File: src/rtl/writeback_stage_pkg.sv
// Shared constants for the MEM/WB writeback stage: source selects and load sizes.
package writeback_stage_pkg;

  // Writeback source select encodings
  localparam logic [1:0] WB_SEL_ALU  = 2'd0;
  localparam logic [1:0] WB_SEL_MEM  = 2'd1;
  localparam logic [1:0] WB_SEL_LINK = 2'd2;
  localparam logic [1:0] WB_SEL_IMM  = 2'd3;

  // Load size encodings; 2'd3 is reserved and behaves like a full-width word
  localparam logic [1:0] LOAD_WORD = 2'd0;
  localparam logic [1:0] LOAD_HALF = 2'd1;
  localparam logic [1:0] LOAD_BYTE = 2'd2;
  localparam logic [1:0] LOAD_RSVD = 2'd3;

  // True when the selected writeback source is the data memory
  function automatic logic is_mem_sel(input logic [1:0] sel);
    return (sel == WB_SEL_MEM);
  endfunction

endpackage

File: src/rtl/writeback_stage_if.sv
// Bundle of MEM-stage inputs, pipeline control and WB-stage outputs.
// Handshake: there is no backpressure; in_valid qualifies the in_* fields on
// each rising edge, stall holds the WB register, flush inserts a bubble, and
// wb_valid qualifies the wb_* fields for the cycle after they were captured.
interface writeback_stage_if #(
  parameter int WIDTH      = 32,
  parameter int REG_ADDR_W = 5
);
  localparam int OFF_W = $clog2(WIDTH / 8);

  logic                  stall;
  logic                  flush;
  logic                  in_valid;
  logic                  in_reg_write;
  logic [REG_ADDR_W-1:0] in_rd;
  logic [1:0]            in_wb_sel;
  logic [1:0]            in_load_size;
  logic                  in_load_unsigned;
  logic [OFF_W-1:0]      in_byte_off;
  logic [WIDTH-1:0]      in_alu_result;
  logic [WIDTH-1:0]      in_mem_data;
  logic [WIDTH-1:0]      in_pc_plus4;
  logic [WIDTH-1:0]      in_imm;
  logic                  wb_valid;
  logic                  wb_reg_write;
  logic [REG_ADDR_W-1:0] wb_rd;
  logic [WIDTH-1:0]      wb_data;
  logic                  wb_misalign;

  // Upstream pipeline / test driver side
  modport master (
    output stall, flush, in_valid, in_reg_write, in_rd, in_wb_sel,
           in_load_size, in_load_unsigned, in_byte_off, in_alu_result,
           in_mem_data, in_pc_plus4, in_imm,
    input  wb_valid, wb_reg_write, wb_rd, wb_data, wb_misalign
  );

  // Writeback stage side
  modport slave (
    input  stall, flush, in_valid, in_reg_write, in_rd, in_wb_sel,
           in_load_size, in_load_unsigned, in_byte_off, in_alu_result,
           in_mem_data, in_pc_plus4, in_imm,
    output wb_valid, wb_reg_write, wb_rd, wb_data, wb_misalign
  );

endinterface

File: src/rtl/writeback_stage_load_align.sv
// Combinational sub-word load alignment: extracts byte/half fields from the
// raw memory word, extends them, and flags misaligned accesses.
module writeback_stage_load_align
  import writeback_stage_pkg::*;
#(
  parameter int WIDTH = 32
) (
  input  logic [WIDTH-1:0]              i_mem_data,
  input  logic [1:0]                    i_size,
  input  logic                          i_unsigned,
  input  logic [$clog2(WIDTH/8)-1:0]    i_off,
  output logic [WIDTH-1:0]              o_aligned_data,
  output logic                          o_misalign
);

  localparam int OFF_W = $clog2(WIDTH / 8);

  logic [7:0]  w_byte;
  logic [15:0] w_half;
  logic [OFF_W+2:0] w_byte_base;
  logic [OFF_W+2:0] w_half_base;

  // Bit positions of the addressed byte and of the enclosing aligned halfword
  assign w_byte_base = {i_off, 3'b000};
  assign w_half_base = {i_off[OFF_W-1:1], 4'b0000};
  assign w_byte      = i_mem_data[w_byte_base +: 8];
  assign w_half      = i_mem_data[w_half_base +: 16];

  // Select and extend the field; misaligned accesses pass the raw word through
  always_comb begin
    o_aligned_data = i_mem_data;
    o_misalign     = 1'b0;
    case (i_size)
      LOAD_BYTE: begin
        o_aligned_data = {{(WIDTH-8){w_byte[7] & ~i_unsigned}}, w_byte};
      end
      LOAD_HALF: begin
        if (i_off[0]) begin
          o_misalign = 1'b1;
        end else begin
          o_aligned_data = {{(WIDTH-16){w_half[15] & ~i_unsigned}}, w_half};
        end
      end
      default: begin
        // Word and reserved size: full width, must be naturally aligned
        o_misalign = (i_off != '0);
      end
    endcase
  end

endmodule

File: src/rtl/writeback_stage.sv
// MEM/WB pipeline stage: 4:1 writeback source mux, load alignment and a
// single registered output bank with reset > flush > stall > load priority.
module writeback_stage
  import writeback_stage_pkg::*;
#(
  parameter int WIDTH      = 32,
  parameter int REG_ADDR_W = 5
) (
  input  logic              clock,
  input  logic              reset,
  writeback_stage_if.slave  bus
);

  localparam int OFF_W = $clog2(WIDTH / 8);

  logic [WIDTH-1:0]      w_aligned;
  logic                  w_align_mis;
  logic                  w_is_mem;
  logic                  w_misalign;
  logic                  w_reg_write;
  logic [WIDTH-1:0]      w_wb_data;

  logic                  r_valid;
  logic                  r_reg_write;
  logic [REG_ADDR_W-1:0] r_rd;
  logic [WIDTH-1:0]      r_data;
  logic                  r_misalign;

  writeback_stage_load_align #(
    .WIDTH (WIDTH)
  ) u_load_align (
    .i_mem_data     (bus.in_mem_data),
    .i_size         (bus.in_load_size),
    .i_unsigned     (bus.in_load_unsigned),
    .i_off          (bus.in_byte_off[OFF_W-1:0]),
    .o_aligned_data (w_aligned),
    .o_misalign     (w_align_mis)
  );

  assign w_is_mem    = is_mem_sel(bus.in_wb_sel);
  // Only memory loads can be misaligned; bubbles never report it
  assign w_misalign  = bus.in_valid & w_is_mem & w_align_mis;
  assign w_reg_write = bus.in_valid & bus.in_reg_write &
                       (bus.in_rd != '0) & ~w_misalign;

  // Writeback source mux
  always_comb begin
    w_wb_data = bus.in_alu_result;
    case (bus.in_wb_sel)
      WB_SEL_ALU:  w_wb_data = bus.in_alu_result;
      WB_SEL_MEM:  w_wb_data = w_aligned;
      WB_SEL_LINK: w_wb_data = bus.in_pc_plus4;
      WB_SEL_IMM:  w_wb_data = bus.in_imm;
      default:     w_wb_data = bus.in_alu_result;
    endcase
  end

  // WB register bank; flush only needs to kill the qualifying flags
  always_ff @(posedge clock) begin
    if (reset) begin
      r_valid     <= 1'b0;
      r_reg_write <= 1'b0;
      r_rd        <= '0;
      r_data      <= '0;
      r_misalign  <= 1'b0;
    end else if (bus.flush) begin
      r_valid     <= 1'b0;
      r_reg_write <= 1'b0;
      r_misalign  <= 1'b0;
    end else if (!bus.stall) begin
      r_valid     <= bus.in_valid;
      r_reg_write <= w_reg_write;
      r_rd        <= bus.in_rd;
      r_data      <= w_wb_data;
      r_misalign  <= w_misalign;
    end
  end

  assign bus.wb_valid     = r_valid;
  assign bus.wb_reg_write = r_reg_write;
  assign bus.wb_rd        = r_rd;
  assign bus.wb_data      = r_data;
  assign bus.wb_misalign  = r_misalign;

endmodule

File: src/flat_wrapper.sv
// flat-port wrapper written by rule: the top's interface ports become plain ports
module writeback_stage_flat import writeback_stage_pkg::*;
#(
  parameter int WIDTH      = 32,
  parameter int REG_ADDR_W = 5
)
  (clock, reset, bus_stall, bus_flush, bus_in_valid, bus_in_reg_write, bus_in_rd, bus_in_wb_sel, bus_in_load_size, bus_in_load_unsigned, bus_in_byte_off, bus_in_alu_result, bus_in_mem_data, bus_in_pc_plus4, bus_in_imm, bus_wb_valid, bus_wb_reg_write, bus_wb_rd, bus_wb_data, bus_wb_misalign);
  writeback_stage_if #(.WIDTH(WIDTH), .REG_ADDR_W(REG_ADDR_W)) bus_i ();
  input  logic clock;
  input  logic reset;
  input wire logic [$bits(bus_i.stall)-1:0] bus_stall;
  input wire logic [$bits(bus_i.flush)-1:0] bus_flush;
  input wire logic [$bits(bus_i.in_valid)-1:0] bus_in_valid;
  input wire logic [$bits(bus_i.in_reg_write)-1:0] bus_in_reg_write;
  input wire logic [$bits(bus_i.in_rd)-1:0] bus_in_rd;
  input wire logic [$bits(bus_i.in_wb_sel)-1:0] bus_in_wb_sel;
  input wire logic [$bits(bus_i.in_load_size)-1:0] bus_in_load_size;
  input wire logic [$bits(bus_i.in_load_unsigned)-1:0] bus_in_load_unsigned;
  input wire logic [$bits(bus_i.in_byte_off)-1:0] bus_in_byte_off;
  input wire logic [$bits(bus_i.in_alu_result)-1:0] bus_in_alu_result;
  input wire logic [$bits(bus_i.in_mem_data)-1:0] bus_in_mem_data;
  input wire logic [$bits(bus_i.in_pc_plus4)-1:0] bus_in_pc_plus4;
  input wire logic [$bits(bus_i.in_imm)-1:0] bus_in_imm;
  output wire logic [$bits(bus_i.wb_valid)-1:0] bus_wb_valid;
  output wire logic [$bits(bus_i.wb_reg_write)-1:0] bus_wb_reg_write;
  output wire logic [$bits(bus_i.wb_rd)-1:0] bus_wb_rd;
  output wire logic [$bits(bus_i.wb_data)-1:0] bus_wb_data;
  output wire logic [$bits(bus_i.wb_misalign)-1:0] bus_wb_misalign;
  assign bus_i.stall = bus_stall;
  assign bus_i.flush = bus_flush;
  assign bus_i.in_valid = bus_in_valid;
  assign bus_i.in_reg_write = bus_in_reg_write;
  assign bus_i.in_rd = bus_in_rd;
  assign bus_i.in_wb_sel = bus_in_wb_sel;
  assign bus_i.in_load_size = bus_in_load_size;
  assign bus_i.in_load_unsigned = bus_in_load_unsigned;
  assign bus_i.in_byte_off = bus_in_byte_off;
  assign bus_i.in_alu_result = bus_in_alu_result;
  assign bus_i.in_mem_data = bus_in_mem_data;
  assign bus_i.in_pc_plus4 = bus_in_pc_plus4;
  assign bus_i.in_imm = bus_in_imm;
  assign bus_wb_valid = bus_i.wb_valid;
  assign bus_wb_reg_write = bus_i.wb_reg_write;
  assign bus_wb_rd = bus_i.wb_rd;
  assign bus_wb_data = bus_i.wb_data;
  assign bus_wb_misalign = bus_i.wb_misalign;
  writeback_stage #(.WIDTH(WIDTH), .REG_ADDR_W(REG_ADDR_W)) u_core (.clock(clock), .reset(reset), .bus(bus_i));
endmodule
File: config.mk
export PLATFORM = sky130hd
export DESIGN_NAME = writeback_stage_flat
export DESIGN_NICKNAME = d
export VERILOG_FILES = /design/src/rtl/writeback_stage_pkg.sv /design/src/rtl/writeback_stage_if.sv /design/src/rtl/writeback_stage_load_align.sv /design/src/rtl/writeback_stage.sv /design/src/flat_wrapper.sv
export SDC_FILE = /design/constraint.sdc
export NUM_CORES = 1
export LEC_CHECK = 0
export CAP_MARGIN = 5
export CORE_MARGIN = 5
export CORE_UTILIZATION = 40
export DETAILED_ROUTE_END_ITERATION = 6
export GPL_TIMING_DRIVEN = 1
export PLACE_DENSITY = 0.9
export SYNTH_ARGS = -nofsm -noshare
export SYNTH_HDL_FRONTEND = slang
export SYNTH_SLANG_ARGS = --single-unit
File: constraint.sdc
create_clock -name clock -period 2 [get_ports clock]
set_input_delay 0.4 -clock clock [delete_from_list [all_inputs] [get_ports clock]]
set_output_delay 0.4 -clock clock [all_outputs]
set_load 0.005 [all_outputs]
==> flow_summary.toml <==
[critical_path]
crit_path_max_incr_delay_ps = 630
crit_fanout = 8
worst_path_dominant_cell_family = "buffers and inverters"
critPathCaptureType = "flop"
required_ps = 2240
crit_buf_inv = 3
critical_path.most_common_cell = "sky130_fd_sc_hd__buf_4"
timing.critical_path.cells = "clkdlybuf4s50_1 -> buf_4 -> nor4_4 -> o41ai_1 -> buf_4 -> a21oi_1"
crit_slowest_cell = "sky130_fd_sc_hd__nor4_4"
worstSetupStartpointType = "input pin"
worstSetupPathType = "in2reg"
cp.arrival_ps = 2140

[layout]
utilization_pct = 71.7
area_delta_synth_final_pct = 73.8
fraction_of_final_layout_cells_with_drive_strength_greater_than_1_pct = 18.0
insertedDiodeCount = 0
nNetsFinal = 765

[status]
status = "completed"

[clocking]
cts.sink_count = 40
cts-root-buf = "sky130_fd_sc_hd__clkbuf_8"
cts_buffers = 5
worst_skew_pair.late_latency_ps = 300
tritoncts_clock_tree = "yes"
cts.htree.levels = 2
max-clock-path-buffers = 2
cts.hold.buffers_added = 0
clock_edge_transition_at_the_registers_on_the_reported_setup_and_hold_paths_ps = 80

[synth]
synth_top_cell_area_share_pct = 23.5
synthArstFlopShare_pct = 0
synthXorXnorAreaFrac_pct = 0
synth_compound_area_share_pct = 30.5
synth_adder_area_share_pct = 0.735
syn-mean-instance-area_sq_um = 8.45
largest_area_contributor_in_the_synthesized_netlist = "sky130_fd_sc_hd__dfxtp_1"
dominant_combinational_cell_family_by_area_after_synthesis = "compound AO/OA/AOI/OAI gates"
yosys.cell_types.count = 46
ys_top_cells_by_area = "sky130_fd_sc_hd__dfxtp_1, sky130_fd_sc_hd__mux2i_1, sky130_fd_sc_hd__a21oi_1"
synth-simple-area-share_pct = 15.0
synth.area.mux_share_pct = 22.3
post_synthesis_sequential_element_count = 40
syn-num-nets = 551
postSynthCellCount = 403
synth.yosys.seq_area_share_pct = 23.5
synth_enable_flop_cells = 0
mappedNetlistArea_sq_um = 3410
synth_warnings = 0
synth_ff_type = "sky130_fd_sc_hd__dfxtp_1"

[detailed_routing]
route.antenna.remaining_nets = 0
drt_drc_violations_left = 0
wl_um = 14300
dr.pass1.iters = 5
num_vias = 4344
avgViaCountPerCell = 6.01
route.detailed.wl_per_inst_um = 19.8
drt_iter0_drc = 328

[sta]
portion_of_the_clock_cycle_consumed_by_the_worst_path_in_the_final_layout_pct = 95.3
max_slew_margin_pct = 55.3
worst-slew-pin-transition_ps = 665
period_minus_slack_ps = 1910
skew_ps = 0
rsz0062_at_grt = "no"
timing.final.max_slew_violations = 0
hold_viol = 0
setup_viols_final = 0
max_clock_freq_ghz = 0.525

[grt]
number_of_antenna_violations_at_the_first_check_in_global_routing = 0
grt.overflow.total = 0
grt_max_degree = 33
grt_pass1_vias = 4498
first_pass_grt_wire_length_um = 21500
grtUsageTotal_pct = 25.9

[pwr]
switching_share_pct = 30.6
clock_power_share_pct = 22.7
p_seq_share_pct = 34.3
power.density_nw_per_um2 = 428
p_comb_share_pct = 43.0
power.net_switching_uw = 774
internal_power_mw = 1.76
design_power_total_mw = 2.53
ir_worst_vdd_uv = 353
total_leakage_power_nw = 2.27

[die]
rows = 33
core_area_sq_um = 8260
die_y_um = 102
boundaryPins = 186
design.die.area_sq_um = 10500
floorplan.initialDensity_pct = 41.2
die_width_um = 102

[job]
cap_viol_max_count = 0

[place]
gp_congestion = 0.922
hpwlAfterDp_um = 11100
place.port_buffers = 185

[hold_path]
hold_crit_path_type = "reg2reg"
[power groups by stage]
stage                     sequential (mW)  combinational [mW]  clock [mW]
final                               0.868                1.09       0.575
after global routing                0.873                1.16       0.622
after global placement              0.884                1.01           0
after detailed placement            0.885                1.04           0
after CTS                           0.867                1.07       0.583
after floorplan                     0.886               0.436           0
[layout make-up]
class,count,area (sq um)
Clock buffer,8,90.1
Inverter,14,52.6
Timing Repair Buffer,253,2410
Tap cell,105,131
Fill cell,608,2340
Multi-Input combinational cell,303,2430
Sequential cell,40,801
[kinds of logic after synthesis]
kind of cell	after synthesis
multiplexers	65
AO/OA/AOI/OAI	144
adder cells (fa/ha/maj)	2
buffers and inverters	60
AND/OR/NAND/NOR	92
flip-flops	40
[path summary, 6_finish.rpt]
kind	startpoint	slack [ps]	end	cells after the start
worst min-delay path	u_core.bus.wb_rd[0]	460	u_core.bus.wb_rd[0]	2
worst max-delay path	bus_in_load_unsigned	90	u_core.bus.wb_data[17]	6
worst max register to register	u_core.bus.wb_data[21]	1260	u_core.bus.wb_data[21]	2
worst min register to register	u_core.bus.wb_rd[0]	460	u_core.bus.wb_rd[0]	2
[layer usage]
layer	track usage, %	wire [um]	up-vias	part of all wire, %
met2	47.0	7030	277	49
met5	0	0	-	0
met3	7.92	1470	44	10
li1	-	-	1985	-
met1	28.8	5340	2038	37
met4	8.58	449	0	3.1
[cell usage after synthesis (4+ instances only)]
cell type and instances:
sky130_fd_sc_hd__dfxtp_1 40, sky130_fd_sc_hd__o221ai_1 9, sky130_fd_sc_hd__nand2b_1 12, sky130_fd_sc_hd__mux4_2 8, sky130_fd_sc_hd__mux2i_1 49, sky130_fd_sc_hd__and3_1 8, sky130_fd_sc_hd__clkbuf_1 30, sky130_fd_sc_hd__nor2_1 17
sky130_fd_sc_hd__a21oi_1 53, sky130_fd_sc_hd__o2bb2ai_1 24, sky130_fd_sc_hd__mux2_2 8, sky130_fd_sc_hd__buf_6 4, sky130_fd_sc_hd__o21ai_0 8, sky130_fd_sc_hd__nor3b_1 16, sky130_fd_sc_hd__inv_1 13, sky130_fd_sc_hd__o32ai_1 24
sky130_fd_sc_hd__buf_2 9, sky130_fd_sc_hd__o41ai_1 8, sky130_fd_sc_hd__nand2_1 23, sky130_fd_sc_hd__a221oi_1 7
[cells in the final DEF, fill, tap and decap left out, types with 2 or more instances in the layout]
| cell | netlist | routed |
|---|---|---|
| sky130_fd_sc_hd__a221oi_2 | 0 | 4 |
| sky130_fd_sc_hd__o41ai_1 | 8 | 2 |
| sky130_fd_sc_hd__mux4_2 | 8 | 8 |
| sky130_fd_sc_hd__buf_12 | 0 | 4 |
| sky130_fd_sc_hd__dlygate4sd2_1 | 0 | 2 |
| sky130_fd_sc_hd__or4_1 | 2 | 2 |
| sky130_fd_sc_hd__buf_4 | 1 | 61 |
| sky130_fd_sc_hd__buf_6 | 4 | 2 |
| sky130_fd_sc_hd__clkbuf_1 | 30 | 2 |
| sky130_fd_sc_hd__o2bb2ai_1 | 24 | 24 |
| sky130_fd_sc_hd__nand2_1 | 23 | 23 |
| sky130_fd_sc_hd__buf_2 | 9 | 3 |
| sky130_fd_sc_hd__a211oi_1 | 2 | 2 |
| sky130_fd_sc_hd__and3_1 | 8 | 8 |
| sky130_fd_sc_hd__a21oi_1 | 53 | 53 |
| sky130_fd_sc_hd__mux2_2 | 8 | 8 |
| sky130_fd_sc_hd__nand2b_1 | 12 | 12 |
| sky130_fd_sc_hd__mux2i_2 | 0 | 2 |
| sky130_fd_sc_hd__mux2i_1 | 49 | 47 |
| sky130_fd_sc_hd__clkbuf_8 | 0 | 6 |
| sky130_fd_sc_hd__nor2_1 | 17 | 17 |
| sky130_fd_sc_hd__nand3_1 | 2 | 2 |
| sky130_fd_sc_hd__clkdlybuf4s50_1 | 0 | 179 |
| sky130_fd_sc_hd__nor3b_1 | 16 | 16 |
| sky130_fd_sc_hd__o221ai_1 | 9 | 9 |
| sky130_fd_sc_hd__nor3_1 | 2 | 2 |
| sky130_fd_sc_hd__o32ai_1 | 24 | 24 |
| sky130_fd_sc_hd__dfxtp_1 | 40 | 40 |
| sky130_fd_sc_hd__a221oi_1 | 7 | 3 |
| sky130_fd_sc_hd__inv_1 | 13 | 13 |
| sky130_fd_sc_hd__o41ai_2 | 0 | 6 |
| sky130_fd_sc_hd__o21ai_0 | 8 | 8 |
| sky130_fd_sc_hd__dlymetal6s2s_1 | 0 | 2 |
| sky130_fd_sc_hd__or3_1 | 2 | 2 |
[metrics by stage]
step / instances / TNS [ps] / instance area, sq um / hold WS [ps] / worst slack (ps)
after floorplan: 403 / 0 / 3410 / 453 / 96.6
after global placement: 711 / -10340 / 5690 / 442 / -350
after detailed placement: 711 / -12640 / 5690 / 453 / -455
after CTS: 722 / 0 / 5870 / 465 / 0.329
after global routing: 723 / 0 / 5920 / 478 / 5.56
final: 723 / 0 / 5920 / 463 / 94.5
[state kept, by name, summed over array words and instances, names as in the netlist]
register                 cells
u_core.bus.wb_rd             5
u_core.bus.wb_valid          1
u_core.bus.wb_misalign       1
u_core.bus.wb_data          32
u_core.bus.wb_reg_write      1
[worst reg2reg max path: stages, from the launching register on]
cell,delay [ps]
sky130_fd_sc_hd__dfxtp_1,390
sky130_fd_sc_hd__o221ai_1,140
sky130_fd_sc_hd__a21oi_1,150
[timing repair]
| action | in CTS | in global routing |
|---|---|---|
| gates resized for setup | 15 | 8 |
| gates cloned | 0 | 1 |
| endpoints found under the setup margin | 27 | 27 |
| hold endpoints to repair | 0 | 0 |
| pin swaps | 4 | 1 |
| buffers inserted | 3 | 0 |
Note: power is estimated with default switching activity, not from simulation.
